File: src/rtl/sp1_ram_master_pkg.sv
// sp1_ram_master_pkg: shared constants and types for the sp1_ram initiator.
//   ADR_W_DEF / DAT_W_DEF : default RAM address / data widths
//   LEN_W                 : width of the burst-length request field
//   BURST_MAX             : burst length encoded by req_len == 0
//   sp1_rm_state_e        : initiator FSM state encoding
//   burst_words()         : decodes req_len into a word count (1..8)
package sp1_ram_master_pkg;

    localparam int ADR_W_DEF = 6;
    localparam int DAT_W_DEF = 32;
    localparam int LEN_W     = 3;
    localparam int BURST_MAX = 8;

    typedef enum logic [1:0] {
        SP1_RM_IDLE  = 2'd0,
        SP1_RM_WRITE = 2'd1,
        SP1_RM_READ  = 2'd2
    } sp1_rm_state_e;

    // A zero length field stands for the longest burst.
    function automatic logic [LEN_W:0] burst_words(input logic [LEN_W-1:0] len);
        return (len == '0) ? (LEN_W+1)'(BURST_MAX) : {1'b0, len};
    endfunction

endpackage

File: src/rtl/sp1_ram_master.sv
// sp1_ram_master: valid/ready front end that turns word-write and burst-read
// requests into sp1_ram pin activity.
//   clk, rst              : clock, synchronous active-high reset
//   req_valid/req_ready   : request handshake
//   req_we                : 1 = single-word write, 0 = burst read
//   req_adr/req_len       : start address / burst length (0 = 8 words)
//   req_wdata             : write data
//   wr_done               : one-cycle pulse after the RAM write cycle
//   rd_valid/rd_data/rd_last : read word stream, no back-pressure
//   ram_cs/ram_we/ram_adr/ram_din : registered RAM controls
//   ram_dout              : RAM read data (valid the cycle after sampling)
module sp1_ram_master
    import sp1_ram_master_pkg::*;
#(
    parameter int ADR_W = ADR_W_DEF,
    parameter int DAT_W = DAT_W_DEF
) (
    input  logic             clk,
    input  logic             rst,
    input  logic             req_valid,
    output logic             req_ready,
    input  logic             req_we,
    input  logic [ADR_W-1:0] req_adr,
    input  logic [LEN_W-1:0] req_len,
    input  logic [DAT_W-1:0] req_wdata,
    output logic             wr_done,
    output logic             rd_valid,
    output logic [DAT_W-1:0] rd_data,
    output logic             rd_last,
    output logic             ram_cs,
    output logic             ram_we,
    output logic [ADR_W-1:0] ram_adr,
    output logic [DAT_W-1:0] ram_din,
    input  logic [DAT_W-1:0] ram_dout
);

    sp1_rm_state_e    state_q, state_d;
    logic [LEN_W-1:0] cnt_q, cnt_d;      // reads still to issue after the current one
    logic             cs_d, we_d;
    logic [ADR_W-1:0] adr_d;
    logic [DAT_W-1:0] din_d;
    logic             rd_valid_d, rd_last_d, wr_done_d;

    assign req_ready = (state_q == SP1_RM_IDLE) && !rst;
    assign rd_data   = ram_dout;

    // The RAM pins are loaded on the accepting edge, so the first issue is
    // already on the pins during the first WRITE/READ cycle; the pin
    // registers double as the latched address and data.
    always_comb begin
        state_d = state_q;
        cnt_d   = cnt_q;
        cs_d    = 1'b0;
        we_d    = 1'b0;
        adr_d   = ram_adr;
        din_d   = ram_din;
        case (state_q)
            SP1_RM_IDLE: begin
                if (req_valid && req_ready) begin
                    cs_d  = 1'b1;
                    adr_d = req_adr;
                    if (req_we) begin
                        we_d    = 1'b1;
                        din_d   = req_wdata;
                        state_d = SP1_RM_WRITE;
                    end else begin
                        cnt_d   = LEN_W'(burst_words(req_len) - 1'b1);
                        state_d = SP1_RM_READ;
                    end
                end
            end
            SP1_RM_WRITE: state_d = SP1_RM_IDLE;
            SP1_RM_READ: begin
                if (cnt_q == '0) begin
                    state_d = SP1_RM_IDLE;
                end else begin
                    cs_d  = 1'b1;
                    adr_d = ram_adr + ADR_W'(1);   // wraps modulo 2^ADR_W
                    cnt_d = cnt_q - 1'b1;
                end
            end
            default: state_d = SP1_RM_IDLE;
        endcase

        // Data returns one cycle after the RAM samples a read.
        rd_valid_d = ram_cs && !ram_we;
        rd_last_d  = rd_valid_d && (state_q == SP1_RM_READ) && (cnt_q == '0);
        wr_done_d  = (state_q == SP1_RM_WRITE);
    end

    always_ff @(posedge clk) begin
        if (rst) begin
            state_q  <= SP1_RM_IDLE;
            cnt_q    <= '0;
            ram_cs   <= 1'b0;
            ram_we   <= 1'b0;
            ram_adr  <= '0;
            ram_din  <= '0;
            rd_valid <= 1'b0;
            rd_last  <= 1'b0;
            wr_done  <= 1'b0;
        end else begin
            state_q  <= state_d;
            cnt_q    <= cnt_d;
            ram_cs   <= cs_d;
            ram_we   <= we_d;
            ram_adr  <= adr_d;
            ram_din  <= din_d;
            rd_valid <= rd_valid_d;
            rd_last  <= rd_last_d;
            wr_done  <= wr_done_d;
        end
    end

endmodule

File: config.mk
export PLATFORM = sky130hd
export DESIGN_NAME = sp1_ram_master
export DESIGN_NICKNAME = d
export VERILOG_FILES = /design/src/rtl/sp1_ram_master_pkg.sv /design/src/rtl/sp1_ram_master.sv
export SDC_FILE = /design/constraint.sdc
export NUM_CORES = 1
export LEC_CHECK = 0
export BUFFER_PORTS_ARGS = -buffer_cell sky130_fd_sc_hd__buf_2
export CORE_MARGIN = 5
export CORE_UTILIZATION = 29
export CTS_CLUSTER_DIAMETER = 50
export DETAILED_ROUTE_END_ITERATION = 10
export GPL_TIMING_DRIVEN = 0
export PLACE_DENSITY = 0.69
export RECOVER_POWER = 25
export SYNTH_ARGS = -nofsm -noshare
export SYNTH_HDL_FRONTEND = slang
export SYNTH_SLANG_ARGS = --single-unit
File: constraint.sdc
create_clock -name clk -period 5.4 [get_ports clk]
set_clock_uncertainty 0.05 [all_clocks]
set_input_delay 1.08 -clock clk [delete_from_list [all_inputs] [get_ports clk]]
set_output_delay 1.08 -clock clk [all_outputs]
set_load 0.02 [all_outputs]
After elaboration in Yosys (flattened, before gate mapping)
Index checks and enable logic that the tools add are counted. W data, S select, Z words.

Flip-flop bits (word level): 48. Input bits: 77. Word-level logic and storage cells: 52. Output and inout port bits: 76.

Add/subtract/negate cells: 3. Bitwise gates (word level): 2. Reduce and logical (&&, ||, !) cells: 16. Equality and inequality tests: 6. Muxes and demuxes: 16.

Operators by type and width (number): $mux W3 (4); $mux W6 (2); $pmux W6 S2 (1); $add A6 B1 Y6 const B (1); $logic_not A3 Y1 (2); $mux W2 (3); $ne A2 B2 Y1 const B (3); $pmux W3 S2 (1); $reduce_and A3 Y1 (2); $sub A3 B1 Y3 const B (2); $logic_and A1 B1 Y1 (5); $pmux W2 S2 (1); $reduce_and A4 Y1 (1); $mux W1 (3); $reduce_or A3 Y1 (1); $eq A2 B1 Y1 const B (1); $eq A2 B2 Y1 const B (1); $logic_not A1 Y1 (2); $logic_not A2 Y1 (1); $ne A2 B1 Y1 const B (1); $not A1 Y1 (2); $pmux W1 S2 (1); $reduce_and A2 Y1 (1); $reduce_bool A2 Y1 (1).

Logic depth before layout (Yosys ltp)
Gate-level depths: netlist (run 1).

Word-level depth: 6. Mapped depth: 7. Depth with buffers taken out: 6.

Worst setup path after synthesis (run 1)
OpenSTA, ideal clock, no wires.

Kind: input port to output port. Start: in rst. End: out req_ready. Path slack: 2.340 ns. Data required time: 4.270 ns. Buffers on the path: 2. Arrival time: 1.930 ns. Cell stages on the path: 3. Path through: clkbuf_1 > buf_1 > nor3_1.

Cells in the longest elaborated chain, start to end: 2.

Ends and longest elaborated chain: start: declaration (RTL line sp1_ram_master.sv:19) `input logic rst,`; $logic_not A1 Y1 (RTL line sp1_ram_master.sv:44) `assign req_ready = (state_q == SP1_RM_IDLE) && !rst;`; $logic_and A1 B1 Y1 (RTL line sp1_ram_master.sv:44); end: declaration (RTL line sp1_ram_master.sv:21) `output logic req_ready,`.

Every way passes these cells.

Worst setup path after layout (run 1)
Ends and elaborated chain as after synthesis.

==> results of run 1 <==
## sequential cells by signal, indices dropped and copies added, names as in the netlist
register	count
wr_done	1
cnt_q	3
state_q	2
ram_cs	1
ram_din	32
ram_adr	6
rd_valid	1
rd_last	1
ram_we	1
## cell usage in the layout (no fill, tap or decap)
cell type,count
nor4b_1,1
o211ai_1,1
and2b_1,1
a311oi_1,2
nand3_1,3
o22ai_1,1
nor2_1,9
inv_1,3
nor3_1,3
o32ai_1,1
nor3b_1,4
clkinv_2,1
buf_4,32
nand2_1,70
and3_1,3
ha_1,2
buf_1,3
a22o_1,1
clkbuf_1,39
clkbuf_8,5
buf_2,93
mux2i_1,4
o21ai_1,2
dfxtp_1,48
a211oi_1,1
a32o_1,1
a21oi_1,36
o21a_1,1
or4b_1,2
nand2b_1,1
bufinv_16,1
and2_1,4
o21ai_0,6
## layout make-up
class	instances	area (µm²)	area share
Timing Repair Buffer	120	565.5	0.1976
Clock buffer	6	72.57	0.02536
Buffer	46	294.0	0.1028
Clock inverter	2	35.03	0.01224
Inverter	3	11.26	0.003935
Sequential cell	48	960.9	0.3358
Tap cell	96	120.1	0.04198
Multi-Input combinational cell	160	802.0	0.2803
## report_power, final
part | switching, mW | internal (mW) | leakage (nW) | total, mW
logic | 0.0789 | 0.0573 | 0.845 | 0.136
clock network | 0.118 | 0.138 | 0.0552 | 0.255
registers | 0.00861 | 0.367 | 0.390 | 0.376
total | 0.205 | 0.562 | 1.29 | 0.768
## worst register-to-register path, stage by stage (launching register included)
cell,delay [ns]
dfxtp_1,0.40
nand2b_1,0.16
clkbuf_1,0.36
mux2i_1,0.18
ha_1,0.26
or4b_1,0.51
a311oi_1,0.21
## cells by family (layout without fill, tap and decap cells)
kind of cell               after synthesis  count (layout)  share of synthesized area
DFF                                     48              48                     0.4643
AOI/OAI and AO/OA                       53              53                     0.1421
muxes                                    4               4                    0.01935
adders and majority gates                2               2                    0.01209
buffers and inverters                   49             177                     0.1481
and+or+nand+nor                        101             101                     0.2140
## stage by stage
step / setup WS [ns] / power (mW) / cells
after global routing: 1.767 / 0.8124 / 481
after floorplan: 2.340 / 0.4718 / 257
after detailed placement: 1.896 / 0.5242 / 473
after global placement: 1.880 / 0.5220 / 473
final: 1.915 / 0.7676 / 481
after CTS: 1.880 / 0.7840 / 481
## routing by layer
metal	part of all wire	wire length, µm	up-vias	global-route usage
met5	0	0	-	0
met4	0.0080	47	0	0.02524
met3	0.12	687	6	0.05020
met2	0.46	2699	107	0.2258
met1	0.42	2471	933	0.1445
li1	-	-	1070	-
## how the worst max path moves through the flow
stage / cells after the start / slack (ns) / start / end
3_3_place_gp: 5 / 1.88 / rst / req_ready
3_5_place_dp: 5 / 1.90 / rst / req_ready
4_1_cts: 5 / 1.88 / rst / req_ready
2_1_floorplan: 3 / 2.34 / rst / req_ready
5_1_grt: 5 / 1.77 / rst / req_ready
6_report: 5 / 1.91 / rst / req_ready
==> qor.csv, run 1 <==
stage;metric;value;unit
critical_path;crit_buf_inv;4;
power_and_ir_drop;p_leak;1.291;nW
logic_synthesis;avgSynthCellArea;8.052;µm²
critical_path;r2r_end;cnt_q[2]$_SDFFE_PP0P_;
placed_design;hpwl;4660;µm
global_route;track_usage;0.1271;
logic_synthesis;synth_edf_count;0;
min_path;hold-path-endpoint;ram_din[11]$_SDFFE_PP0P_;
route;first_pass_iters;4;
logic_synthesis;synthCells;257;
timing;tightestPinTransition;0.5649;ns
clocking;cts_max_level;2;
critical_path;critPathKind;in -> out;
flow_run;maxCapViolations;0;
logic_synthesis;yosysWarnings;0;
power_and_ir_drop;irDropWorstVdd;114.7;µV
timing;final-hold-violation-count;0;
finish;final_area;2861;µm²
critical_path;crit_fanout;10;
logic_synthesis;ys_async_sr_fraction;0;
logic_synthesis;ys_top_cells_by_area;dfxtp_1, nand2_1, buf_4;
critical_path;worstPathRequired;4.27;ns
floorplanning;start_util;0.3013;
clocking;cts_sinks;48;
min_path;hold_depth;2;
route;ant_nets;0;
finish;n_antenna_cell;0;
logic_synthesis;netlist.area_leader.share;0.4643;
logic_synthesis;synth_common_cells;nand2_1, dfxtp_1, a21oi_1, buf_4;
timing;finalSetupViolCount;0;
global_route;grt_pass1_vias;2021;
route;post_drt_wl_per_cell;12.28;µm
finish;fill_cells;747;
clocking;clk_latency;0.29;ns
critical_path;cp.arrival;2.36;ns
logic_synthesis;yosysMostFrequentCell;nand2_1;
timing;fin_tns_setup;0;ns
global_route;grt_max_degree;15;
logic_synthesis;synth-seq-cells;48;
critical_path;crit_family;buffers and inverters;
logic_synthesis;synthFlopType;dfxtp_1;
logic_synthesis;syn-num-nets;336;
floorplanning;core;6869;µm²
logic_synthesis;synth_largest_area_cell;dfxtp_1;
timing;rsz0062_at_grt;false;
timing;slew_headroom;0.6181;
placed_design;post_dp_cell_area;2790;µm²
clocking;post_cts_resize_count;0;
floorplanning;std_cell_rows;30;
clocking;hold_buffers;0;
critical_path;reg2reg_slack;3.21;ns
clocking;numCtsBuffers;5;
clocking;cts_tree;yes;
floorplanning;chipHeight;94.48;µm
floorplanning;die-area;8926;µm²
floorplanning;ioPinCount;153;
clocking;cts_setup_buffers;0;
global_route;grt-ovfl-total;0;
min_path;hp-start;ram_din[11]$_SDFFE_PP0P_;
timing;period_minus_slack;3.485;ns
clocking;path_clk_slew;0.09;ns
finish;fin_util;0.4166;
clocking;cts.path.max_buffers;2;
route;drcViolationCount;0;
critical_path;crit_path_top_delay_cell;buf_1;
finish;drive_gt1_frac;0.3429;
logic_synthesis;synth_area;2069;µm²
timing;max_freq;286.9;MHz
critical_path;endpoint_kind;output pin;
timing;drv_slew;0;
placed_design;io_buffers;120;
logic_synthesis;ys_types;30;
critical_path;setup.worst_path.start_class;input pin;
status;status;finished clean;
finish;finalNetCount;463;
min_path;hp-class;reg -> reg;
logic_synthesis;ys_seq_area_frac;0.4643;
critical_path;path_cells;clkbuf_1 > clkbuf_1 > buf_1 > nor3_1 > buf_2;
power_and_ir_drop;powerDensity;268.2;nW/µm²
route;wl;5905;µm
route;drt-initial-drc-count;38;
timing;hold_slack;0.4047;ns
route;vias_per_cell;4.399;
critical_path;r2r_start;state_q[0]$_SDFFE_PP0P_;
critical_path;rr_worst_depth;6;
placed_design;place.gp.congestion;0.7724;
global_route;antenna_found_initial;0;
critical_path;worst_path_most_repeated_cell;clkbuf_1;
floorplanning;dieWidth;94.48;µm
clocking;clockRootBuffer;clkbuf_8;
critical_path;cpPeakStageDelay;0.47;ns
timing;fin_crit_sh;0.6454;
route;vias;2116;
finish;syn_to_final_growth;38.27;%
global_route;grt_pass1_wl;9142;µm
(Power assumes the default switching activity.)
==> run 2: changes to the inputs <==
--- a/config.mk
+++ b/config.mk
@@ -5,13 +5,14 @@
 export SDC_FILE = /design/constraint.sdc
 export NUM_CORES = 1
 export LEC_CHECK = 0
+export ABC_AREA = 1
 export BUFFER_PORTS_ARGS = -buffer_cell sky130_fd_sc_hd__buf_2
 export CORE_MARGIN = 5
 export CORE_UTILIZATION = 29
 export CTS_CLUSTER_DIAMETER = 50
 export DETAILED_ROUTE_END_ITERATION = 10
 export GPL_TIMING_DRIVEN = 0
-export PLACE_DENSITY = 0.69
+export PLACE_DENSITY = 0.7
 export RECOVER_POWER = 25
 export SYNTH_ARGS = -nofsm -noshare
 export SYNTH_HDL_FRONTEND = slang
==> constraint.sdc (replaced) <==
create_clock -name clk -period 3 [get_ports clk]
set_clock_uncertainty 0.05 [all_clocks]
set_input_delay 0.6 -clock clk [delete_from_list [all_inputs] [get_ports clk]]
set_output_delay 0.6 -clock clk [all_outputs]
set_load 0.02 [all_outputs]
==> run 2 against run 1 <==
Against the previous run:
- sequential power grew 81%
- global-route usage shrank 0.75 points
- worst hold slack gained 0.0043 ns
- synthesized area grew 3.9%
- first-iteration DRC count grew 16%
- clock power grew 60%
- register-to-register slack lost 2.2 ns
- critical endpoint is now ram_din[23]$_SDFFE_PP0P_
==> qor.csv, run 2 <==
stage;metric;value;unit;change
status;status;finished clean;;
route;first_pass_iters;4;;unchanged
power_and_ir_drop;internal_power;0.9766;mW;+74%
placed_design;place_inst;507;;+7.2%
clocking;numCtsBuffers;5;;unchanged
clocking;cts_max_level;2;;unchanged
logic_synthesis;synthCells;288;;+12%
finish;final_cell_mix;buf_2, nand2_1, dfxtp_1, a21oi_1, buf_4;;
route;vias_per_cell;4.270;;-2.9%
route;wl;5896;µm;-0.15%
global_route;grt_pass1_vias;1979;;-2.1%
logic_synthesis;synthMuxAreaShare;0.004654;;-0.01469
route;vias;2195;;+3.7%
finish;syn_to_final_growth;35.66;%;
finish;top_regs;ram_din (32), ram_adr (6), cnt_q (3);;
floorplanning;chipHeight;96.12;µm;+1.7%
route;post_drt_wl_per_cell;11.47;µm;-6.6%
timing;tightestPinTransition;0.6575;ns;+0.09259 ns
timing;fin_tns_setup;0;ns;unchanged
floorplanning;ioPinCount;153;;unchanged
power_and_ir_drop;p_sw_frac;0.2755;;+0.007962
clocking;cts.path.max_buffers;2;;unchanged
logic_synthesis;netlist.area_leader.share;0.4468;;-0.01756
placed_design;hpwl;4696;µm;+0.77%
timing;finalSetupViolCount;0;;unchanged
clocking;path_clk_slew;0.08;ns;about the same
finish;n_antenna_cell;0;;unchanged
logic_synthesis;ys_seq_area_frac;0.4468;;-0.01756
floorplanning;start_util;0.2965;;-0.004742
placed_design;post_dp_cell_area;2875;µm²;+3.0%
power_and_ir_drop;powerDensity;462.0;nW/µm²;+72%
finish;largest_reg_flops;32;;unchanged
logic_synthesis;synth_top_family_by_area;simple AND/OR/NAND/NOR gates;;
placed_design;place.gp.congestion;0.7840;;+1.5%
logic_synthesis;ys_top_cells_by_area;dfxtp_1, nand2_1, buf_4;;
global_route;grt_max_degree;14;;-1
logic_synthesis;synth_common_cells;nand2_1, dfxtp_1, a21oi_1, buf_4, nor2_1;;
route;drt-initial-drc-count;44;;+16%
global_route;track_usage;0.1196;;-0.007533
clocking;cts_sinks;48;;unchanged
clocking;clockRootBuffer;clkbuf_8;;
floorplanning;die-area;9239;µm²;+3.5%
power_and_ir_drop;clkPwrFrac;0.303;;-0.030
route;drcViolationCount;0;;unchanged
critical_path;setup.worst_path.start_class;input pin;;
floorplanning;core;7253;µm²;+5.6%
critical_path;cp.arrival;2.22;ns;-0.14 ns
finish;finalNetCount;494;;+6.7%
logic_synthesis;yosysMostFrequentCell;nand2_1;;
clocking;cts_tree;yes;;
logic_synthesis;ys_async_sr_fraction;0;;unchanged
logic_synthesis;synthFlopType;dfxtp_1;;
logic_synthesis;synth_largest_area_cell;dfxtp_1;;
placed_design;io_buffers;120;;unchanged
timing;fin_crit_sh;0.6816;;
finish;top_register;ram_din;;
global_route;grt-ovfl-total;0;;unchanged
critical_path;crit_fanout;10;;unchanged
timing;hold_slack;0.4090;ns;+0.004333 ns
timing;final-hold-violation-count;0;;unchanged
critical_path;worstPathRequired;3.17;ns;-1.10 ns
flow_run;maxCapViolations;0;;unchanged
logic_synthesis;synth-seq-cells;48;;unchanged
finish;final_common_cell;buf_2;;
timing;rsz0062_at_grt;false;;
logic_synthesis;syn-num-nets;367;;+9.2%
min_path;hp-class;reg -> reg;;
clocking;cts_setup_buffers;0;;unchanged
route;ant_nets;0;;unchanged
logic_synthesis;synth_xor_area_frac;0;;unchanged
clocking;hold_buffers;0;;unchanged
logic_synthesis;synth_edf_count;0;;unchanged
power_and_ir_drop;p_leak;1.419;nW;+9.9%
power_and_ir_drop;irDropWorstVdd;179.7;µV;+57%
timing;period_minus_slack;2.045;ns;
global_route;antenna_found_initial;0;;unchanged
critical_path;endpoint_kind;register;;
finish;drive_gt1_frac;0.3639;;+0.02100
critical_path;critPathKind;in -> reg;;
timing;slew_headroom;0.5600;;-0.05804
timing;drv_slew;0;;unchanged
global_route;grt_pass1_wl;8756;µm;-4.2%
logic_synthesis;synth_compound_area_frac;0.1059;;-0.03620
finish;layoutNonFillerInstCount;514;;+6.9%
logic_synthesis;ys_types;27;;-10%
logic_synthesis;synth_area;2151;µm²;+3.9%
power_and_ir_drop;pwr-share-comb;0.191;;+0.013
power_and_ir_drop;net-switching-power;0.3714;mW;+81%
clocking;clk_latency;0.29;ns;about the same
power_and_ir_drop;seqPwrFrac;0.506;;+0.016
logic_synthesis;synth-simple-area-share;0.2624;;+0.04834
logic_synthesis;avgSynthCellArea;7.468;µm²;-7.3%
timing;max_freq;489.1;MHz;
finish;final_area;2918;µm²;+2.0%
logic_synthesis;yosysWarnings;0;;unchanged
floorplanning;std_cell_rows;31;;+3.3%
clocking;post_cts_resize_count;0;;unchanged
finish;fin_util;0.4023;;-0.01430
logic_synthesis;synthAdderAreaFrac;0.01163;;-0.0004572
floorplanning;dieWidth;96.12;µm;+1.7%
## run 2: changes by cell type in the layout (fill, tap and decap cells not counted), sizes merged, moves of 4 or more
cell	before	now
nand2	70	99
clkbuf	44	29
nor2	9	20
buf	128	140
nand3	3	10
and2	4	0
inv	3	14
## run 2: through the flow
step / total power, mW / setup slack, ns
after floorplan: 0.8675 / 1.485
after global placement: 0.9606 / 1.143
after detailed placement: 0.9649 / 1.100
after CTS: 1.382 / 1.176
after global routing: 1.427 / 0.6129
final: 1.348 / 0.9552
## run 2: worst paths after layout
path	from	to	slack, ns	cells past startpoint
hold reg to reg	ram_we$_SDFF_PP0_	rd_valid$_SDFF_PP0_	0.41	1
setup reg to reg	state_q[1]$_SDFFE_PP0P_	cnt_q[2]$_SDFFE_PP0P_	1.01	9
setup / recovery	rst	ram_din[23]$_SDFFE_PP0P_	0.96	9
hold / removal	ram_we$_SDFF_PP0_	rd_valid$_SDFF_PP0_	0.41	1
## run 2: worst max-delay path: stages
cell and delay (ns):
clkbuf_1 0.10, inv_1 0.22, nand2_1 0.08, inv_1 0.08
nand3_1 0.23, clkinvlp_2 0.29, clkbuf_1 0.38, nand2_1 0.09
a21oi_1 0.13
## run 2: cell families after synthesis
family | after synthesis
mux | 1
flops | 48
compound gates | 45
simple gates | 135
fa+ha+maj | 2
buf+inv | 57
## run 2: layout make-up
type | count | area (µm²)
Fill cell | 752 | 4335
Clock buffer | 7 | 96.34
Sequential cell | 48 | 960.9
Timing Repair Buffer | 120 | 579.3
Multi-Input combinational cell | 183 | 804.5
Inverter | 15 | 57.56
Buffer | 42 | 295.3
Tap cell | 99 | 123.9
## run 2: power groups by stage
stage | Clock, mW | Combinational, mW | Sequential, mW
floorplan | 0 | 0.145 | 0.723
global placement | 0 | 0.265 | 0.696
detailed placement | 0 | 0.268 | 0.697
CTS | 0.432 | 0.268 | 0.682
global route | 0.454 | 0.286 | 0.687
finish | 0.409 | 0.257 | 0.682
## run 2: per-layer routing
metal	up-vias	track usage	part of all wire
li1	1127	-	-
met4	0	0.02844	0.0029
met1	965	0.1381	0.40
met3	2	0.04300	0.12
met2	101	0.2093	0.48
met5	-	0	0
